**src/rtl/wavegen_dds_if.sv**
```systemverilog
// Configuration and sample bus between a wavegen_dds source and its consumer.
// The master drives run control and waveform settings; the slave returns DAC codes.
interface wavegen_dds_if;
  logic        enable;
  logic        sync;
  logic [1:0]  mode_a;
  logic [1:0]  mode_b;
  logic [31:0] freq_a;
  logic [31:0] freq_b;
  logic [11:0] amp_a;
  logic [11:0] amp_b;
  logic [11:0] offset_a;
  logic [11:0] offset_b;
  logic [11:0] dacA_out;
  logic [11:0] dacB_out;
  logic        sample_valid;

  modport master (
    output enable, sync, mode_a, mode_b, freq_a, freq_b,
           amp_a, amp_b, offset_a, offset_b,
    input  dacA_out, dacB_out, sample_valid
  );

  modport slave (
    input  enable, sync, mode_a, mode_b, freq_a, freq_b,
           amp_a, amp_b, offset_a, offset_b,
    output dacA_out, dacB_out, sample_valid
  );
endinterface

```
**src/rtl/wavegen_dds.sv**
```systemverilog
// Dual-channel DDS waveform source: sample-rate tick, 32-bit phase accumulators,
// DC/square/saw/triangle shaping, amplitude/offset scaling and saturation to 12-bit DAC codes.
module wavegen_dds #(
  parameter int unsigned SAMPLE_DIV = 2000
) (
  input logic          clk,
  input logic          rst_n,
  wavegen_dds_if.slave bus
);

  localparam int unsigned     CW       = $clog2(SAMPLE_DIV);
  localparam logic [CW-1:0]   CNT_LAST = CW'(SAMPLE_DIV - 1);
  localparam logic [11:0]     MIDSCALE = 12'd2048;

  typedef enum logic [1:0] {
    MODE_DC     = 2'd0,
    MODE_SQUARE = 2'd1,
    MODE_SAW    = 2'd2,
    MODE_TRI    = 2'd3
  } mode_e;

  // Subtracting 2048 from a 12-bit code is the same as flipping its MSB.
  function automatic logic signed [11:0] raw_sample(mode_e mode, logic [11:0] p);
    logic [10:0] t;
    t = p[11] ? ~p[10:0] : p[10:0];
    case (mode)
      MODE_SQUARE: raw_sample = p[11] ? 12'sh800 : 12'sh7FF;
      MODE_SAW:    raw_sample = $signed(p ^ 12'h800);
      MODE_TRI:    raw_sample = $signed({t, 1'b0} ^ 12'h800);
      default:     raw_sample = '0;
    endcase
  endfunction

  function automatic logic [11:0] scale_sat(logic signed [11:0] r, logic [11:0] amp,
                                            logic [11:0] offset);
    logic signed [24:0] prod;
    logic signed [13:0] s;
    logic signed [13:0] y;
    prod = r * $signed({1'b0, amp});
    s    = 14'(prod >>> 11);
    y    = $signed({2'b00, offset}) + s;
    if (y[13])               scale_sat = 12'd0;
    else if (y > 14'sd4095)  scale_sat = 12'd4095;
    else                     scale_sat = y[11:0];
  endfunction

  mode_e       mode_in   [2];
  logic [31:0] freq_in   [2];
  logic [11:0] amp_in    [2];
  logic [11:0] offset_in [2];

  assign mode_in[0]   = mode_e'(bus.mode_a);
  assign mode_in[1]   = mode_e'(bus.mode_b);
  assign freq_in[0]   = bus.freq_a;
  assign freq_in[1]   = bus.freq_b;
  assign amp_in[0]    = bus.amp_a;
  assign amp_in[1]    = bus.amp_b;
  assign offset_in[0] = bus.offset_a;
  assign offset_in[1] = bus.offset_b;

  logic [CW-1:0]      cnt_q,   cnt_d;
  logic               tick;
  logic [31:0]        phase_q [2], phase_d [2];
  logic [11:0]        p_q     [2], p_d     [2];
  mode_e              mode_q  [2], mode_d  [2];
  logic [11:0]        amp1_q  [2], amp1_d  [2];
  logic [11:0]        off1_q  [2], off1_d  [2];
  logic signed [11:0] r_q     [2], r_d     [2];
  logic [11:0]        amp2_q  [2], amp2_d  [2];
  logic [11:0]        off2_q  [2], off2_d  [2];
  logic [11:0]        dac_q   [2], dac_d   [2];
  logic               v1_q, v1_d, v2_q, v2_d, valid_q, valid_d;

  always_comb begin
    // NOTE: every _d defaults to its _q first, so any path that skips an assignment holds state rather than inferring a latch.
    cnt_d   = cnt_q;
    phase_d = phase_q;
    p_d     = p_q;
    mode_d  = mode_q;
    amp1_d  = amp1_q;
    off1_d  = off1_q;
    r_d     = r_q;
    amp2_d  = amp2_q;
    off2_d  = off2_q;
    dac_d   = dac_q;

    tick    = bus.enable && (cnt_q == CNT_LAST);
    v1_d    = tick;
    v2_d    = v1_q;
    valid_d = v2_q;

    if (!bus.enable || tick) cnt_d = '0;
    else                     cnt_d = cnt_q + 1'b1;

    for (int ch = 0; ch < 2; ch++) begin
      // sync overrides the tick: both the captured phase and the new phase are zero.
      if (bus.sync)  phase_d[ch] = '0;
      else if (tick) phase_d[ch] = phase_q[ch] + freq_in[ch];

      if (tick) begin
        p_d[ch]    = bus.sync ? 12'd0 : phase_q[ch][31:20];
        mode_d[ch] = mode_in[ch];
        amp1_d[ch] = amp_in[ch];
        off1_d[ch] = offset_in[ch];
      end

      if (v1_q) begin
        r_d[ch]    = raw_sample(mode_q[ch], p_q[ch]);
        amp2_d[ch] = amp1_q[ch];
        off2_d[ch] = off1_q[ch];
      end

      if (v2_q) dac_d[ch] = scale_sat(r_q[ch], amp2_q[ch], off2_q[ch]);
    end
  end

  // NOTE: the whole pipeline is reset, not just the valid bits, so a sample aborted by reset can never reach the outputs.
  always_ff @(posedge clk or negedge rst_n) begin
    if (!rst_n) begin
      cnt_q   <= '0;
      v1_q    <= 1'b0;
      v2_q    <= 1'b0;
      valid_q <= 1'b0;
      for (int ch = 0; ch < 2; ch++) begin
        phase_q[ch] <= '0;
        p_q[ch]     <= '0;
        mode_q[ch]  <= MODE_DC;
        amp1_q[ch]  <= '0;
        off1_q[ch]  <= '0;
        r_q[ch]     <= '0;
        amp2_q[ch]  <= '0;
        off2_q[ch]  <= '0;
        dac_q[ch]   <= MIDSCALE;
      end
    end else begin
      // NOTE: non-blocking assignments make every register sample its _d at the same edge.
      cnt_q   <= cnt_d;
      v1_q    <= v1_d;
      v2_q    <= v2_d;
      valid_q <= valid_d;
      phase_q <= phase_d;
      p_q     <= p_d;
      mode_q  <= mode_d;
      amp1_q  <= amp1_d;
      off1_q  <= off1_d;
      r_q     <= r_d;
      amp2_q  <= amp2_d;
      off2_q  <= off2_d;
      dac_q   <= dac_d;
    end
  end

  assign bus.dacA_out     = dac_q[0];
  assign bus.dacB_out     = dac_q[1];
  assign bus.sample_valid = valid_q;

endmodule

```
**src/flat_wrapper.sv**
```systemverilog
// flat-port wrapper written by rule: the top's interface ports become plain ports
module wavegen_dds_flat 
#(
  parameter int unsigned SAMPLE_DIV = 2000
)
  (clk, rst_n, bus_enable, bus_sync, bus_mode_a, bus_mode_b, bus_freq_a, bus_freq_b, bus_amp_a, bus_amp_b, bus_offset_a, bus_offset_b, bus_dacA_out, bus_dacB_out, bus_sample_valid);
  wavegen_dds_if bus_i ();
  input logic clk;
  input logic rst_n;
  input wire logic [$bits(bus_i.enable)-1:0] bus_enable;
  input wire logic [$bits(bus_i.sync)-1:0] bus_sync;
  input wire logic [$bits(bus_i.mode_a)-1:0] bus_mode_a;
  input wire logic [$bits(bus_i.mode_b)-1:0] bus_mode_b;
  input wire logic [$bits(bus_i.freq_a)-1:0] bus_freq_a;
  input wire logic [$bits(bus_i.freq_b)-1:0] bus_freq_b;
  input wire logic [$bits(bus_i.amp_a)-1:0] bus_amp_a;
  input wire logic [$bits(bus_i.amp_b)-1:0] bus_amp_b;
  input wire logic [$bits(bus_i.offset_a)-1:0] bus_offset_a;
  input wire logic [$bits(bus_i.offset_b)-1:0] bus_offset_b;
  output wire logic [$bits(bus_i.dacA_out)-1:0] bus_dacA_out;
  output wire logic [$bits(bus_i.dacB_out)-1:0] bus_dacB_out;
  output wire logic [$bits(bus_i.sample_valid)-1:0] bus_sample_valid;
  assign bus_i.enable = bus_enable;
  assign bus_i.sync = bus_sync;
  assign bus_i.mode_a = bus_mode_a;
  assign bus_i.mode_b = bus_mode_b;
  assign bus_i.freq_a = bus_freq_a;
  assign bus_i.freq_b = bus_freq_b;
  assign bus_i.amp_a = bus_amp_a;
  assign bus_i.amp_b = bus_amp_b;
  assign bus_i.offset_a = bus_offset_a;
  assign bus_i.offset_b = bus_offset_b;
  assign bus_dacA_out = bus_i.dacA_out;
  assign bus_dacB_out = bus_i.dacB_out;
  assign bus_sample_valid = bus_i.sample_valid;
  wavegen_dds #(.SAMPLE_DIV(SAMPLE_DIV)) u_core (.clk(clk), .rst_n(rst_n), .bus(bus_i));
endmodule
```
**config.mk**
```make
export PLATFORM = sky130hd
export DESIGN_NAME = wavegen_dds_flat
export DESIGN_NICKNAME = d
export VERILOG_FILES = /design/src/rtl/wavegen_dds_if.sv /design/src/rtl/wavegen_dds.sv /design/src/flat_wrapper.sv
export SDC_FILE = /design/constraint.sdc
export NUM_CORES = 1
export LEC_CHECK = 0
export CORE_MARGIN = 2
export CORE_UTILIZATION = 32
export CTS_CLUSTER_DIAMETER = 150
export DETAILED_ROUTE_END_ITERATION = 8
export PLACE_DENSITY = 0.49
export SYNTH_ARGS = -nofsm -noshare
export SYNTH_HDL_FRONTEND = slang
export SYNTH_SLANG_ARGS = --single-unit
```
**constraint.sdc**
```tcl
create_clock -name clk -period 7.7 [get_ports clk]
set_clock_uncertainty 0.2 [all_clocks]
set_input_delay 1.54 -clock clk [delete_from_list [all_inputs] [get_ports clk]]
set_output_delay 1.54 -clock clk [all_outputs]
set_load 0.02 [all_outputs]
```
==> results of run 1 <==
==> layout make-up <==
class | count | share of cell area [%]
Clock inverter | 17 | 0.749
Tap cell | 950 | 4.34
Sequential cell | 250 | 23.0
Inverter | 258 | 3.54
Multi-Input combinational cell | 1977 | 57.6
Timing Repair Buffer | 224 | 7.55
Antenna cell | 1 | 0.00913
Clock buffer | 41 | 3.22
==> kinds of logic after synthesis <==
kind of cell	share of synthesized area, %
AND/OR/NAND/NOR	19.1
flip-flops	26.8
XOR/XNOR	3.59
adder cells (fa/ha/maj)	30.0
buffers and inverters	6.12
multiplexers	2.44
AO/OA/AOI/OAI	11.9
==> registers in the layout, indices dropped and copies added, names as in the netlist, 12 cells and up <==
signal               cells
u_core.amp2_q           24
u_core.r_q              24
u_core.off2_q           24
u_core.p_q              24
u_core.bus.dacB_out     12
u_core.phase_q          64
u_core.off1_q           24
u_core.bus.dacA_out     12
u_core.amp1_q           24
==> metal layers <==
layer | track usage [%] | up-vias | wire length [µm]
met5 | 0 | - | 90
met4 | 2.32 | 14 | 925
li1 | - | 8920 | -
met1 | 22.9 | 8794 | 29400
met2 | 25.3 | 314 | 26100
met3 | 3.31 | 72 | 3360
==> power breakdown <==
part | switching [mW] | leakage, nW | internal, mW
combinational | 0.0851 | 9.55 | 0.0821
clock | 0.641 | 0.524 | 0.915
sequential | 0.000887 | 3.45 | 1.32
total | 0.727 | 13.5 | 2.31
==> worst reg2reg max path, delay by kind of cell (launching register included) <==
kind	cells	cell delay, ps
adder cells (fa/ha/maj)	7	3040
AND/OR/NAND/NOR	6	1300
AO/OA/AOI/OAI	7	1150
buffers and inverters	6	620
flip-flops	1	430
multiplexers	1	330
XOR/XNOR	1	200
==> stage by stage <==
| stage | hold WS (ps) | instance area, µm² | util (%) | power, mW | setup slack (ps) |
|---|---|---|---|---|---|
| after floorplan | 152 | 23300 | - | 1.40 | 133 |
| after global placement | 237 | 26000 | 36.2 | 1.51 | 107 |
| after detailed placement | 257 | 26000 | 36.2 | 1.51 | -25.6 |
| after CTS | 271 | 27100 | 37.7 | 3.10 | 10.3 |
| after global routing | 286 | 27400 | 38.1 | 3.17 | -24.6 |
| final | 272 | 27400 | 38.1 | 3.04 | 314 |
==> final timing paths <==
kind / cells after the start / slack [ps] / to / start
max: 28 / 310 / u_core.bus.dacA_out[0] / u_core.amp2_q[17]
min: 1 / 270 / u_core.cnt_q[0] / u_core.cnt_q[0]
max reg2reg: 28 / 310 / u_core.bus.dacA_out[0] / u_core.amp2_q[17]
min reg2reg: 1 / 270 / u_core.cnt_q[0] / u_core.cnt_q[0]
max in group asynchronous: 2 / 5090 / u_core.v1_q / rst_n
min in group asynchronous: 1 / 770 / u_core.off2_q[0] / rst_n
==> placed cells by master (no fill, tap or decap), types with 35 or more instances in the layout <==
cell type	n
xor2_1	35
inv_1	255
ha_1	235
dfrtp_1	225
o21ai_0	84
clkdlybuf4s50_1	142
nor2_1	157
fa_1	201
xnor2_1	57
nand2b_1	35
and2_1	127
a21oi_1	152
mux2_2	47
nand2_1	456
buf_4	75
==> repair_timing <==
action / 4_1_cts / 5_1_grt
resized for setup: 6 / 62
pin swaps: 0 / 23
setup buffers: 0 / 14
setup endpoints to repair: 11 / 24
hold buffers: 0 / 0
cloned: 0 / 2
==> run summary, run 1 <==
The count of unresolved DRC violations after routing was 0; the first-iteration detailed-routing DRC count was 920. Clock-pin slew was measured on the worst setup and hold paths at 60 ps. TritonCTS built the clock tree. Number of vias in the routed layout: 18114. Number of nets in the synthesized netlist: 3164. The critical path contains buffers and inverters numbering 6 combined. The final sum of negative setup slack is 0 ps, and the data required time at the worst endpoint is 7980 ps. The share of synthesized flip-flops with an asynchronous set or reset was 100%. Among cell families on the critical path, the largest total delay comes from adder cells. The synthesized netlist occupies a cell area of 23300 µm². The smallest clock period supported by the final layout is computed as 7390 ps.

The tools report the number of nets with antenna violations after detailed routing as 0. The wire-length estimate of the detail-placed layout is 46000 µm. The logs give 16.0% for the overall fraction of global-route tracks in use and 3301 for the final-stage net count.

The number of antenna violations at the first check in global routing came out at 7. Actual slew at the worst max-slew pin: 1120 ps. Sorting the synthesized cells by area gives the leading types as dfrtp_1 (27%), fa_1 (17%), ha_1 (13%). The run gives 144 as the pin count of the biggest net entering global routing. The total count of hold-check failures in the final report came out at 0. The critical-path cell with the highest stage delay is fa_1. VDD sags by at most 0.000173 V. The routed wirelength normalized by instance count was 16.1 µm; the number of placement rows was 98.

The tools report the number of slew-limit violations in the final report as 0. After detailed routing, the total wire length is 59900 µm. Synthesis produced 2605 cells. Via count of the first global-routing pass: 18367.

Most used standard cell by instance count after synthesis: nand2_1. After synthesis the netlist holds a flip-flop and latch count of 250. The static leakage was 13.5 nW; the post-layout instance count excluding filler cells was 3718. The worst setup path is captured at a register. The number of vias per cell works out to 4.87. Of the post-synthesis cell area, the dominant cell type holds 26.6%. The number of levels in the clock H-tree is 1, and the starting utilization of the core area is 32.5%.

The commonest cells after synthesis are nand2_1 (461), inv_1 (256), dfrtp_1 (248), ha_1 (237), fa_1 (202). Predominant post-synthesis flop cell: dfrtp_1. Yosys printed 0 warnings. Number of placed instances, taps included: 3643. The later pin in the worst-skew pair is clocked with a latency of 610 ps. Summing all multi-input logic gate instances after layout gives 15800 µm².

The cell sitting at the root of the clock tree is a clkbuf_16. Average cell area after synthesis: 8.95 µm². The largest stage delay on the critical path was 540 ps.

The floorplan step set the die width to 274 µm. For the leftover overflow at the end of global routing, the log shows 0. The congestion estimate from routability-driven global placement came to 0.835.

The number of setup violations in the final report was 0; the buffer depth of the longest clock path was 3. Compared with the post-synthesis result, the final layout area differs by 17.5%. Max-cap violations in this run came to 0. The flow ran to the end, and the final reports show no timing, DRC or antenna violations. In this run, distinct cell masters in the synthesized netlist total 71. The die covers 75100 µm². The synthesized design spends more area on one cell type than any other, namely dfrtp_1.

Sequential elements use 26.8% of the synthesized area. The first detailed-routing pass ran for 6 iterations. The worst pin sits at a relative slew slack of 23.6%. The run gives 71900 µm² as the core area. Of the available clock period, the critical path in the final layout requires 95.9%. The post-route netlist has 9.58% of its cells at a drive strength greater than 1. The highest net fanout along the worst path is 6, and the number of synthesized flops with an enable pin is 0. Data arrives at the worst endpoint at 7660 ps.

The filler cell count in the final layout was 7345. Based on the critical path, the design can be clocked at up to 0.135 GHz. Worst setup path category: reg -> reg.

Port buffering added 144 buffers. The tools report the number of CTS-inserted buffers as 31. The most common cell type on the critical path was fa_1. 145 I/O pins were placed. STA classifies the critical path startpoint as a register.

For this design the ratio of total power to cell area is 111 nW/µm². In the final layout, flip-flops and latches occupy 6290 µm². The first global-routing pass estimated 98100 µm of wire.

Type of the tightest min-delay check: reg -> reg. The floorplan step set the die height to 274 µm. The clock sink count was 250.
Power figures use the tool's default switching activity.
==> inputs of run 2 (changes only) <==
--- a/config.mk
+++ b/config.mk
@@ -13,3 +13,4 @@
 export SYNTH_ARGS = -nofsm -noshare
 export SYNTH_HDL_FRONTEND = slang
 export SYNTH_SLANG_ARGS = --single-unit
+export TNS_END_PERCENT = 100
==> results of run 2 <==
No change in the layout: final DEF, timing and power equal those of run 1.
==> inputs of run 3 (changes only) <==
--- a/config.mk
+++ b/config.mk
@@ -5,6 +5,7 @@
 export SDC_FILE = /design/constraint.sdc
 export NUM_CORES = 1
 export LEC_CHECK = 0
+export CORE_ASPECT_RATIO = 1.1
 export CORE_MARGIN = 2
 export CORE_UTILIZATION = 32
 export CTS_CLUSTER_DIAMETER = 150
==> run summary, run 3 (synthesis results as in run 1) <==
The run finished with clean final reports. Max-cap violations in this run came to 0. For this run, the top clock speed supported by timing is 0.135 GHz. At the pin with the least slew margin, the transition time is 1080 ps. The run gives 101000 µm as the wire length of the first global-routing pass. The clock latency at the later pin of the worst-skew pair came out at 550 ps.

The clock period minus worst slack was 7400 ps. The count of buffers added on input and output ports is 144. The run gives 0 as the number of nets with antenna violations after detailed routing. The number of flip-flops in the largest register came out at 64. Together, buffers and inverters on the worst path number 7. The tools report the root cell of the clock tree as clkbuf_16. The detailed router finished its first iteration with 831 violations.

Pin count of the biggest net entering global routing: 140. Data on the critical path is required at its endpoint by 7900 ps. Number of antenna violations at the first check in global routing: 10. Total power for the finished layout comes to 3.16 mW. The number of CTS-inserted buffers came out at 35. For this block, the routed nets add up to 62000 µm of wire. The first detailed-routing pass ran for 5 iterations.

The logs give 3350 for the final-stage net count and 71900 µm² for the core area. The static leakage is 13.8 nW. The tools report the element type at the critical path start as a register. After clock tree synthesis, the clock-pin slew on the worst setup and hold paths is 60 ps. The initial utilization of the core area, before any placement, comes to 32.4%.

Number of slew-limit violations in the final report: 0. Routed signal wires occupy layers up through met5. In the routed layout, each cell is associated on average with a via count of 4.87. The routed wirelength normalized by instance count is 16.5 µm, and the floorplan die area is 75100 µm². The tools report the number of placement rows as 103. In the layout the commonest cells are nand2_1 (459), inv_1 (254), ha_1 (230). The largest single stage delay on the critical path is 540 ps. The routed design uses 3260 µm of met3 wire.

The worst setup path category is reg -> reg. u_core.phase_q holds more flip-flops than any other register. In this run the horizontal extent of the chip is 261 µm.

Buffer depth of the longest clock path: 3. The peak ir drop on the vdd network was 0.000116 V; the share of the cycle needed by the critical path after routing was 96.1%. Global routing finished with a remaining overflow of 0. Setup violations remaining at the end of the flow were counted as 0. 145 I/O pins were placed. The largest individual stage delay along the critical path comes from the cell fa_1. Across all layers, the routed design uses 18305 vias.

TritonCTS built the clock tree. After clock tree synthesis, the flow added hold-fix buffers numbering 0. Cells with a size suffix above 1 make up 11.6% of the layout. CTS saw 250 sinks.

The count of unresolved DRC violations after routing was 0; the total power divided by cell area was 113 nW/µm². The clock tree synthesis step divided the H-tree into 2 levels. The worst setup path is captured at a register. Via count of the first global-routing pass: 18852. Detailed placement ended at an HPWL of 47700 µm. Most common cell type on the critical path: fa_1. The end-of-flow core utilization came out at 38.8%. Routability-driven placement finished with a final weighted congestion of 0.858. The die is 287 µm tall. The met2 wire length came out at 28700 µm. The library cell used most frequently in the layout, excluding fill and tap cells, is nand2_1. Global routing used 16.6% of the available tracks. STA puts the critical path data arrival time at 7600 ps. After detailed routing, the wire length on met1 is 28900 µm.

The layout overhead on the synthesized area is 19.6%. Broken down by cell family, the worst path's largest delay share belongs to adder cells. Measured against its own limit, the worst slew margin works out to 28.0%.

The tools report the total count of hold-check failures in the final report as 0. The type of the tightest min-delay check was reg -> reg. Along the worst path, the maximum fanout reaches 7.
[run 3: cell count changes in the layout (fill, tap and decap cells not counted), sizes merged]
cell	before	now
buf	82	127
clkbuf	41	47
clkinv	7	9
clkinvlp	5	3
inv	260	258
[run 3: layout make-up]
class                           instances  area [µm²]
Multi-Input combinational cell       1977       15900
Timing Repair Buffer                  269        2410
Tap cell                              945        1180
Clock buffer                           47         991
Sequential cell                       250        6290
Antenna cell                            1        2.50
Clock inverter                         15         191
Fill cell                            7219       44000
Inverter                              258         971
[run 3: repair_timing]
item	4_1_cts	5_1_grt
gates cloned	0	3
setup buffers	0	35
endpoints found under the setup margin	11	24
pin swaps	0	46
resized for setup	5	70
[run 3: where the power goes]
part / switching [mW] / internal [mW]
registers: 0.000808 / 1.32
logic: 0.0858 / 0.0821
clock network: 0.665 / 1.01
[run 3: worst reg2reg max path: cells and delay by family (launching register included)]
kind	cells	cell delay, ps
flip-flops	1	440
XOR/XNOR	1	230
adder cells (fa/ha/maj)	7	3060
AND/OR/NAND/NOR	4	420
buffers and inverters	7	790
AO/OA/AOI/OAI	10	1810
multiplexers	1	320
[run 3: through the flow]
step | instance area, µm² | setup WS (ps) | std cells | hold WS (ps) | TNS (ps)
after floorplan | 23300 | 133 | 2605 | 152 | 0
after global placement | 26200 | 50.9 | 3661 | 236 | 0
after detailed placement | 26200 | -49.5 | 3661 | 247 | -364
after CTS | 27400 | 9.47 | 3723 | 255 | 0
after global routing | 27900 | -40.5 | 3762 | 292 | -334
final | 27900 | 302 | 3762 | 251 | 0
[run 3: routing by layer]
metal,global-route usage [%],vias up
li1,-,9016
met1,22.1,8884
met2,27.7,310
met3,3.53,77
met4,3.51,18
met5,0,-
[run 3: path summary, 6_finish.rpt]
path / startpoint / endpoint / slack, ps / cells after the start
min in group asynchronous: rst_n / u_core.phase_q[43] / 810 / 1
worst min-delay path: u_core.cnt_q[0] / u_core.cnt_q[0] / 250 / 1
worst max register to register: u_core.r_q[5] / u_core.bus.dacB_out[4] / 300 / 30
max in group asynchronous: rst_n / u_core.bus.dacA_out[2] / 5030 / 2
worst min register to register: u_core.cnt_q[0] / u_core.cnt_q[0] / 250 / 1
worst max-delay path: u_core.r_q[5] / u_core.bus.dacB_out[4] / 300 / 30
